## src/rtl/div_16bit_issue.sv

```systemverilog
// ---------------------------------------------------------------------------
// div_16bit_issue
//   Issue/retire stage wrapped around a combinational 16-bit divider.
//   Operand pairs are queued behind a valid/ready handshake. The head entry
//   drives the divider. Quotient and remainder are captured into a registered
//   valid/ready output stage. One divide per cycle is sustained while the
//   consumer keeps out_ready high. Results retire in strict acceptance order.
//
// Parameters
//   DEPTH  operand queue entries (power of 2, >= 2)
//   AW     pointer width, log2(DEPTH)
//
// Ports
//   clk        in   clock, all state changes on the rising edge
//   rst_n      in   synchronous active-low reset
//   in_valid   in   operand pair offered
//   in_ready   out  queue can accept (not full)
//   in_a       in   dividend
//   in_b       in   divisor
//   div_a      out  head dividend to divider (0 when queue empty)
//   div_b      out  head divisor to divider (0 when queue empty)
//   div_q      in   divider quotient (combinational)
//   div_r      in   divider remainder (combinational)
//   out_valid  out  result register holds a valid result
//   out_ready  in   consumer accepts result
//   out_q      out  registered quotient
//   out_r      out  registered remainder
//   level      out  queue occupancy, 0..DEPTH
//   out_dz     out  divide-by-zero flag (only with DIV_ZERO_TRAP_EN)
//
// Build option
//   DIV_ZERO_TRAP_EN  when defined, a pop of an entry with divisor 0 yields
//                     q=0, r=0 and raises out_dz; the divider outputs are
//                     ignored for that entry. When undefined, the divider's
//                     own b==0 result passes through and out_dz is absent.
// ---------------------------------------------------------------------------
module div_16bit_issue #(
  parameter int DEPTH = 4,
  parameter int AW    = 2
) (
  input  logic          clk,
  input  logic          rst_n,
  input  logic          in_valid,
  output logic          in_ready,
  input  logic [15:0]   in_a,
  input  logic [15:0]   in_b,
  output logic [15:0]   div_a,
  output logic [15:0]   div_b,
  input  logic [15:0]   div_q,
  input  logic [15:0]   div_r,
  output logic          out_valid,
  input  logic          out_ready,
  output logic [15:0]   out_q,
  output logic [15:0]   out_r,
  output logic [AW:0]   level
`ifdef DIV_ZERO_TRAP_EN
  ,
  output logic          out_dz
`endif
);

  localparam logic [AW:0] FULL_LEVEL = (AW+1)'(DEPTH);

  logic [15:0]   mem_a [DEPTH];
  logic [15:0]   mem_b [DEPTH];
  logic [AW-1:0] wr_ptr;
  logic [AW-1:0] rd_ptr;
  logic [AW:0]   count;
  logic          empty;
  logic          full;
  logic          push;
  logic          pop;
  logic [15:0]   head_a;
  logic [15:0]   head_b;

  // Full is judged on the registered level only: a pop in the same cycle
  // does not open a slot for the producer until the next cycle.
  always_comb begin
    empty    = (count == '0);
    full     = (count == FULL_LEVEL);
    in_ready = !full;
    push     = in_valid && !full;
    pop      = !empty && (!out_valid || out_ready);
    head_a   = mem_a[rd_ptr];
    head_b   = mem_b[rd_ptr];
    div_a    = empty ? '0 : head_a;
    div_b    = empty ? '0 : head_b;
    level    = count;
  end

  // Queue storage needs no reset; only pointers and level define validity.
  always_ff @(posedge clk) begin
    if (push) begin
      mem_a[wr_ptr] <= in_a;
      mem_b[wr_ptr] <= in_b;
    end
  end

  always_ff @(posedge clk) begin
    if (!rst_n) begin
      wr_ptr <= '0;
      rd_ptr <= '0;
      count  <= '0;
    end else begin
      if (push) wr_ptr <= wr_ptr + AW'(1);
      if (pop)  rd_ptr <= rd_ptr + AW'(1);
      case ({push, pop})
        2'b10:   count <= count + (AW+1)'(1);
        2'b01:   count <= count - (AW+1)'(1);
        default: count <= count;
      endcase
    end
  end

`ifdef DIV_ZERO_TRAP_EN
  always_ff @(posedge clk) begin
    if (!rst_n) begin
      out_valid <= 1'b0;
      out_q     <= '0;
      out_r     <= '0;
      out_dz    <= 1'b0;
    end else if (pop) begin
      out_valid <= 1'b1;
      if (head_b == '0) begin
        out_q  <= '0;
        out_r  <= '0;
        out_dz <= 1'b1;
      end else begin
        out_q  <= div_q;
        out_r  <= div_r;
        out_dz <= 1'b0;
      end
    end else if (out_ready) begin
      out_valid <= 1'b0;
    end
  end
`else
  always_ff @(posedge clk) begin
    if (!rst_n) begin
      out_valid <= 1'b0;
      out_q     <= '0;
      out_r     <= '0;
    end else if (pop) begin
      out_valid <= 1'b1;
      out_q     <= div_q;
      out_r     <= div_r;
    end else if (out_ready) begin
      out_valid <= 1'b0;
    end
  end
`endif

endmodule

```

## config.mk

```make
export PLATFORM = sky130hd
export DESIGN_NAME = div_16bit_issue
export DESIGN_NICKNAME = d
export VERILOG_FILES = /design/src/rtl/div_16bit_issue.sv
export SDC_FILE = /design/constraint.sdc
export NUM_CORES = 1
export LEC_CHECK = 0
export ABC_AREA = 1
export BUFFER_PORTS_ARGS = -buffer_cell sky130_fd_sc_hd__buf_4
export CAP_MARGIN = 5
export CORE_ASPECT_RATIO = 1.1
export CORE_UTILIZATION = 28
export DETAILED_ROUTE_END_ITERATION = 8
export GPL_TIMING_DRIVEN = 0
export SETUP_SLACK_MARGIN = 0.4
export SLEW_MARGIN = 30
export SYNTH_ARGS = -nofsm -noshare
export SYNTH_HDL_FRONTEND = slang
export SYNTH_SLANG_ARGS = --single-unit
```

## constraint.sdc

```tcl
create_clock -name clk -period 2.8 [get_ports clk]
set_input_delay 0.42 -clock clk [delete_from_list [all_inputs] [get_ports clk]]
set_output_delay 0.42 -clock clk [all_outputs]
set_load 0.1 [all_outputs]
```

==> reports/results.tsv, run 1 <==
metric	value	unit
status	finished, violations left	
violations	design-rule violations	
fmax	438	MHz
syn_avg_cell_area	10.5	um^2
syn_inst	657	
fillers	2342	
place_congestion	0.714	
holdPathStages	1	
gr-max-usage-layer	met2	
layout-drive-gt1-share	30.7	%
grt_pass1_vias	5049	
hold_path.class	input port to flop	
yosysTopAreaCell	edfxtp_1	
hold_viol_final	0	
n_antenna_cell	0	
crit_path_max_incr_delay	0.34	ns
grt_pass1_wl	27500	um
antenna_left	0	
io_pins	137	
route.detailed.drc	12	
cts_sinks	170	
worst_slew_pin_slew	0.630	ns
use_met2	23.9	%
startpoint_type	flop	
synth_seq_area_share	67.6	%
regArea	4700	um^2
timing.final.crit_share	81.5	%
die_x	152	um
pre_cts_ws	0.311	ns
synthesis.area	6930	um^2
maxCapViolCount	0	
initial_core_util	28.4	%
finalCriticalPeriod	2.28	ns
slew_viol_final	0	
path_common_cell	nand2_1	
dp_hpwl	11600	um
area_growth	38.3	%
cts_tree	yes	
die_h	167	um
crit_family	buffers and inverters	
cp_max_fo	10	
drtIter0Drc	274	
nNetsFinal	891	
io_buffer_count	135	
track_usage	14.2	%
multi_input_area	2320	um^2
dr.pass1.iters	9	
grt_util_met1	17.0	%
fin_ws	0.518	ns
reg2regPathDepth	13	
path_buf_inv	3	
finalClockSkew	0.00827	ns
cts_buffers	17	
fin_tns_setup	0	ns
worst-path-stages	7	
grt_max_degree	20	
synth_top_area_share	55.5	%
netlist_top_cells_area	edfxtp_1, dfxtp_1, nand2_1	
met3_usage	4.14	%
worstSetupEndpointType	output port	
clk_latency	0.43	ns
synth.net_count	731	
clk_pin_slew	0.07	ns
synth_warnings	0	
setup_viol_count_final	0	
ys_types	20	
cts.path.max_buffers	2	
criticalPathCategory	flop to output port	
wirelength	17200	um
clock-root-buffer	clkbuf_16	
core	24400	um^2
rsz0062_at_grt	true	
rows	60	
ys_ff_latch	170	
crit_arrival	1.86	ns
dieArea	25400	um^2
relSlewSlack	57.9	%
holdWs	0.191	ns
gr-total-overflow	0	
via_per_inst	4.41	
cts_htree_levels	4	
routedWlPerCell	15.1	um
reg2reg_slack	0.60	ns
slowest_stage	dfxtp_1	
path_cells	buf_4 > buf_4 > nand2_1 > nand2_1 > nand2_1 > a21oi_2 > buf_6	
critPathRequiredTime	2.38	ns
antenna_found_initial	0	
via_count	5032	
[final timing paths]
kind / startpoint / end
worst max register to register: level[0] / level[2]
worst min-delay path: in_b[9] / mem_b[1][9]
worst max-delay path: flop / div_a[15]
worst min register to register: out_r[6] / out_r[6]
[layer usage]
| metal | up-vias | part of all wire [%] |
|---|---|---|
| met5 | - | 0 |
| met4 | 0 | 1.4 |
| met3 | 16 | 6.4 |
| met2 | 128 | 48 |
| met1 | 2351 | 44 |
| li1 | 2537 | - |
[worst register-to-register path: cells and delay by family, from the launching register on]
| family | cells | cell delay [ns] |
|---|---|---|
| adder cells (fa/ha/maj) | 2 | 0.58 |
| AND/OR/NAND/NOR | 7 | 0.66 |
| buffers and inverters | 4 | 0.54 |
| flip-flops | 1 | 0.35 |
[cell families after synthesis]
family | share of synthesized area, %
DFF | 67.6
adders and majority gates | 1.19
AOI/OAI and AO/OA | 7.66
buffers and inverters | 4.42
and+or+nand+nor | 19.1
[placed cells by master, fill, tap and decap left out, types with 2 or more instances in the layout]
master / n
bufinv_16: 2
clkinvlp_4: 2
a21oi_2: 3
dfxtp_4: 3
buf_2: 10
dfxtp_1: 39
nand3_1: 4
clkbuf_4: 3
inv_1: 14
edfxtp_1: 128
inv_6: 5
clkbuf_1: 4
buf_6: 31
buf_4: 120
nand2_1: 170
nor2_1: 102
inv_2: 5
buf_16: 4
nand3b_1: 32
ha_1: 5
a21oi_1: 39
clkbuf_2: 7
o21ai_1: 27
clkinv_4: 3
nand3_4: 2
nor2_4: 4
a21oi_4: 29
clkinv_1: 2
o21ai_0: 8
clkbuf_16: 17
[registers in the layout (all words and copies together), names as in the netlist, named ones only]
register   flops
out_r         16
out_valid      1
wr_ptr         2
level          3
out_q         16
rd_ptr         2
mem_a         64
mem_b         64
[per-stage QoR]
step	instances	util [%]	instance area (um^2)
after floorplan	657	-	7320
after global placement	1102	35.7	8720
after detailed placement	1106	36.2	8830
after CTS	1138	38.9	9490
after global routing	1140	39.3	9590
final	1140	39.3	9590
[cell usage after synthesis (all sizes together)]
cell type    n
nand3        6
nand2      171
buf         29
a21oi       71
fa           1
clkbuf      11
nor2       106
ha           5
dfxtp       42
nand3b      32
edfxtp     128
inv         20
o21ai       35
[layout make-up]
| cell class | count | share of cell area, % |
|---|---|---|
| plain buffers | 40 | 2.81 |
| clock buffers | 17 | 4.44 |
| clock inverters | 15 | 1.68 |
| inverters | 20 | 0.822 |
| multi-input cells | 427 | 24.2 |
| flip-flops and latches | 170 | 49.0 |
| well taps | 310 | 4.05 |
| repair buffers | 141 | 13.0 |
[what timing repair did]
action,4_1_cts,5_1_grt
buffers inserted,0,2
resized for setup,27,21
endpoints found under the setup margin,34,32
hold buffers,0,0
endpoints found under the hold margin,0,0
Power of run 1 is not shown: default switching activity piles up to over one toggle a cycle in this logic, so the estimate is an artifact.
==> run 2, diff against run 1 <==
Clock period 2.8 ns to 2.23 ns, I/O delays scaled along.
==> run 2 against run 1 <==
Effect of this change:
- the run still ends with design-rule violations left
- non-clock buffer count increased by 8
- die area unchanged
- highest routed layer unchanged
- clock-buffer cell count unchanged
==> reports/results.tsv, run 2 (same netlist as run 1, synthesis figures left out) <==
metric	value	unit	change
status	finished, violations left		
violations	design-rule violations		
via_count	5085		+1.1%
routedWlPerCell	15.3	um	+1.1%
slowest_stage	dfxtp_4		
die_x	152	um	unchanged
antenna_left	0		unchanged
rsz0062_at_grt	true		
final_cells	1148		+0.70%
cts.path.max_buffers	2		unchanged
placed_area	8950	um^2	+1.4%
holdWs	0.104	ns	-0.0871 ns
finalClockSkew	0.0109	ns	+0.00263 ns
dp.cells	1107		+0.090%
clock-root-buffer	clkbuf_16		
clk_latency	0.42	ns	about the same
grt_max_degree	20		unchanged
min_from	in_b[1]		
route.detailed.drc	6		-6
layout-drive-gt1-share	33.7	%	+2.9 points
setup_viol_count_final	0		unchanged
cts_buffers	17		unchanged
finalCriticalPeriod	2.06	ns	
path_buf_inv	3		unchanged
worstSetupEndpointType	output port		
n_antenna_cell	0		unchanged
r2r_end	level[2]		
layout_common_cells	nand2_1, edfxtp_1, buf_4, nor2_1, a21oi_1		
fin_tns_setup	0	ns	unchanged
multi_input_area	2420	um^2	+4.3%
cts_sinks	170		unchanged
rows	60		unchanged
drtIter0Drc	217		-21%
regArea	4700	um^2	+0.11%
gr-total-overflow	0		unchanged
fmax	486	MHz	
die_h	167	um	unchanged
holdPathStages	1		unchanged
reg2reg_slack	0.41	ns	-0.19 ns
dp_hpwl	11500	um	-0.81%
final_common_cell	nand2_1		
grt_pass1_wl	27500	um	+0.10%
clk_pin_slew	0.07	ns	about the same
cts_hold_buf	0		unchanged
criticalPathCategory	flop to output port		
antenna_found_initial	0		unchanged
core	24400	um^2	unchanged
timing.final.crit_share	92.3	%	
crit_path_max_incr_delay	0.40	ns	+0.06 ns
dr.pass1.iters	8		-1
initial_core_util	28.4	%	unchanged
final_area	10200	um^2	+6.9%
dieArea	25400	um^2	unchanged
crit_arrival	1.72	ns	-0.14 ns
cts_tree	yes		
fillers	2255		-3.7%
io_buffer_count	135		unchanged
slew_viol_final	0		unchanged
place_congestion	0.721		+1.0%
hold_viol_final	0		unchanged
hold_path.class	input port to flop		
via_per_inst	4.43		+0.35%
wirelength	17500	um	+1.8%
grt_pass1_vias	5081		+0.63%
reg_top3	mem_a x64, mem_b x64		
whs_endpoint	mem_b[1][1]		
crit_family	buffers and inverters		
cp_max_fo	10		unchanged
maxCapViolCount	0		unchanged
track_usage	14.2	%	+0.038 points
nNetsFinal	899		+0.90%
area_growth	47.8	%	
worst_slew_pin_slew	0.594	ns	-0.0363 ns
startpoint_type	flop		
reg2reg_from	level[1]		
io_pins	137		unchanged
cts_htree_levels	4		unchanged
critPathRequiredTime	1.90	ns	-0.48 ns
path_cells	buf_12 > buf_8 > nor2_1 > nor2_1 > o21ai_1 > a21oi_4 > buf_12		
reg2regPathDepth	14		+1
relSlewSlack	60.3	%	+2.4 points
[run 2: changes by cell type in the layout (fill, tap and decap cells not counted), moves of 4 or more]
cell and delta:
buf_6 -23, inv_8 +4, clkbuf_2 -7, buf_12 +34, o21ai_2 +4, o21ai_0 -4
buf_8 +5, nand2_1 -4
[run 2: per-layer routing]
| layer | part of all wire, % | routed length (um) | up-vias | track usage, % |
|---|---|---|---|---|
| li1 | - | - | 2556 | - |
| met4 | 1.1 | 192 | 0 | 4.44 |
| met1 | 41 | 7190 | 2387 | 16.5 |
| met3 | 6.4 | 1120 | 15 | 4.40 |
| met5 | 0 | 0 | - | 0 |
| met2 | 51 | 9010 | 127 | 24.9 |
[run 2: cell type report]
| class | count | area share (%) |
|---|---|---|
| inverters | 20 | 0.928 |
| clock inverters | 15 | 1.70 |
| clock buffers | 17 | 4.15 |
| well taps | 310 | 3.79 |
| plain buffers | 40 | 3.66 |
| multi-input cells | 427 | 23.6 |
| flip-flops and latches | 170 | 45.9 |
| repair buffers | 149 | 16.3 |
[run 2: stage by stage]
stage | worst slack [ns] | utilization (%)
floorplan | 0.156 | -
global placement | 0.117 | 36.1
detailed placement | 0.110 | 36.7
CTS | 0.0568 | 40.4
global route | 0.0766 | 42.0
finish | 0.172 | 42.0
[run 2: worst max-delay path by stage]
stage	from	to	slack, ns	cells past startpoint
after floorplan	level[2]	level[2]	0.16	11
after global placement	flop	div_b[14]	0.12	5
after detailed placement	flop	div_a[11]	0.11	5
after CTS	flop	div_b[14]	0.06	5
after global routing	flop	div_b[5]	0.08	7
final	flop	div_b[4]	0.17	7
[run 2: timing repair]
item | CTS | global route
setup endpoints to repair | 34 | 49
gates cloned | 1 | 2
pin swaps | 4 | 11
resized for setup | 73 | 95
buffers inserted | 4 | 2
Power of run 2 is left out for the same reason.
==> run 3, diff against run 2 <==
Clock period 2.23 ns to 1.8 ns, I/O delays scaled along.
==> run 3 against run 2 <==
Effect of this change:
- the flow finishes with violations (design-rule violations, negative setup slack)
- via count is 2.4% higher
- utilization rose by 1.9 points
- first-iteration DRC count is 10% higher
- register-to-register slack lost 0.45 ns
- wire length grew 5.2%
- critical path depth stayed put
- design area is 4.5% higher
- die area stayed put
- highest routed layer unchanged
- sequential cell count unchanged
- worst setup slack got worse by 0.39 ns
- non-clock buffer count up 27
- clock skew fell by 0.0011 ns
- critical endpoint is now div_b[14]
==> reports/results.tsv, run 3 (same netlist as run 1, synthesis figures left out) <==
metric	value	unit	change
status	finished, violations left		
violations	design-rule violations, negative setup slack		
reg2reg_slack	-0.04	ns	-0.45 ns
grt_max_degree	17		-15%
track_usage	14.7	%	+0.53 points
cp_max_fo	10		unchanged
grt_pass1_wl	28200	um	+2.4%
crit_path_max_incr_delay	0.38	ns	-0.02 ns
dr.pass1.iters	7		-1
path_buf_inv	3		unchanged
via_per_inst	4.43		about the same
cts_hold_buf	0		unchanged
holdWs	0.0421	ns	-0.0618 ns
fin_ws	-0.214	ns	-0.387 ns
worstSetupEndpointType	output port		
slowest_stage	dfxtp_4		
via_count	5205		+2.4%
r2r_end	level[2]		
final_common_cell	nand2_1		
die_h	167	um	unchanged
fin_tns_setup	-4.84	ns	-4.84 ns
nNetsFinal	926		+3.0%
maxCapViolCount	0		unchanged
clk_pin_slew	0.07	ns	about the same
reg2regPathDepth	13		-1
finalClockSkew	0.00982	ns	-0.00107 ns
final_cells	1174		+2.3%
place_congestion	0.703		-2.5%
reg2reg_from	level[0]		
path_cells	buf_8 > buf_8 > nor2_1 > nor2_1 > o21ai_2 > a21oi_4 > buf_12		
drtIter0Drc	239		+10%
cts_htree_levels	4		unchanged
dieArea	25400	um^2	unchanged
cts_buffers	17		unchanged
io_buffer_count	135		unchanged
timing.final.crit_share	112	%	
n_antenna_cell	0		unchanged
criticalPathCategory	flop to output port		
hold_path.class	input port to flop		
relSlewSlack	68.8	%	+8.5 points
holdPathStages	1		unchanged
route.detailed.drc	14		+8
io_pins	137		unchanged
antenna_left	0		unchanged
fillers	2235		-0.89%
slew_viol_final	0		unchanged
hold_viol_final	0		unchanged
worst_slew_pin_slew	0.468	ns	-0.126 ns
min_from	in_b[8]		
crit_family	buffers and inverters		
crit_arrival	1.74	ns	+0.02 ns
critPathRequiredTime	1.53	ns	-0.37 ns
setup_viol_count_final	33		+33
clk_latency	0.42	ns	about the same
clock-root-buffer	clkbuf_16		
routedWlPerCell	15.7	um	+2.9%
finalCriticalPeriod	2.01	ns	
startpoint_type	flop		
whs_endpoint	mem_b[2][8]		
fmax	496	MHz	
layout-drive-gt1-share	36.6	%	+2.9 points
antenna_found_initial	0		unchanged
area_growth	54.6	%	
core	24400	um^2	unchanged
grt_pass1_vias	5134		+1.0%
die_x	152	um	unchanged
cts_sinks	170		unchanged
dp_hpwl	11700	um	+2.0%
wirelength	18400	um	+5.2%
rows	60		unchanged
initial_core_util	28.4	%	unchanged
cts_tree	yes		
layout_common_cells	nand2_1, edfxtp_1, buf_4, nor2_1, buf_12		
dp.cells	1106		-0.090%
rsz0062_at_grt	true		
gr-total-overflow	0		unchanged
cts.path.max_buffers	2		unchanged
reg_top3	mem_a x64, mem_b x64		
[run 3: worst max-delay path by stage]
stage / from / endpoint / slack (ns) / cells past startpoint
floorplan: level[2] / level[2] / -0.27 / 11
finish: flop / div_b[14] / -0.21 / 7
global placement: flop / div_a[11] / -0.25 / 5
detailed placement: flop / div_a[11] / -0.28 / 5
CTS: flop / div_b[14] / -0.22 / 7
global route: flop / div_b[14] / -0.27 / 7
[run 3: worst reg2reg max path, stage by stage (launching register included)]
cell      delay, ns
dfxtp_4        0.36
inv_6          0.04
nand3_4        0.11
clkinv_8       0.10
buf_12         0.16
nor2_4         0.11
ha_4           0.15
inv_2          0.04
fa_2           0.34
nand2_1        0.09
nand3_2        0.09
nand2_1        0.06
nand2_1        0.04
nor2_1         0.08
[run 3: what timing repair did]
| action | in CTS | in global routing |
|---|---|---|
| cloned | 6 | 2 |
| setup buffers | 19 | 10 |
| gates resized for setup | 162 | 26 |
| endpoints found under the setup margin | 164 | 173 |
| pin swaps | 10 | 6 |
| endpoints found under the hold margin | 0 | 0 |
[run 3: metal layers]
layer	GRT usage, %	vias to the layer above	wire, um
li1	-	2606	-
met1	16.7	2440	7460
met2	26.5	137	9580
met3	4.01	22	1100
met4	5.37	0	294
met5	0	-	0
[run 3: area by class of cell]
class | count | area, um^2 | share of cell area [%]
sequential | 170 | 4700 | 43.9
multi-input combinational | 427 | 2440 | 22.8
timing repair buffer | 176 | 2100 | 19.6
clock buffer | 17 | 425 | 3.97
tap | 310 | 388 | 3.62
buffer | 40 | 385 | 3.60
clock inverter | 14 | 159 | 1.48
inverter | 20 | 103 | 0.958
[run 3: per-stage QoR]
step / setup WS, ns / utilization [%] / area, um^2
floorplan: -0.274 / - / 7430
global placement: -0.245 / 36.2 / 8830
detailed placement: -0.277 / 36.6 / 8940
CTS: -0.225 / 42.9 / 10500
global route: -0.274 / 43.9 / 10700
finish: -0.214 / 43.9 / 10700
Power of run 3 is left out for the same reason.
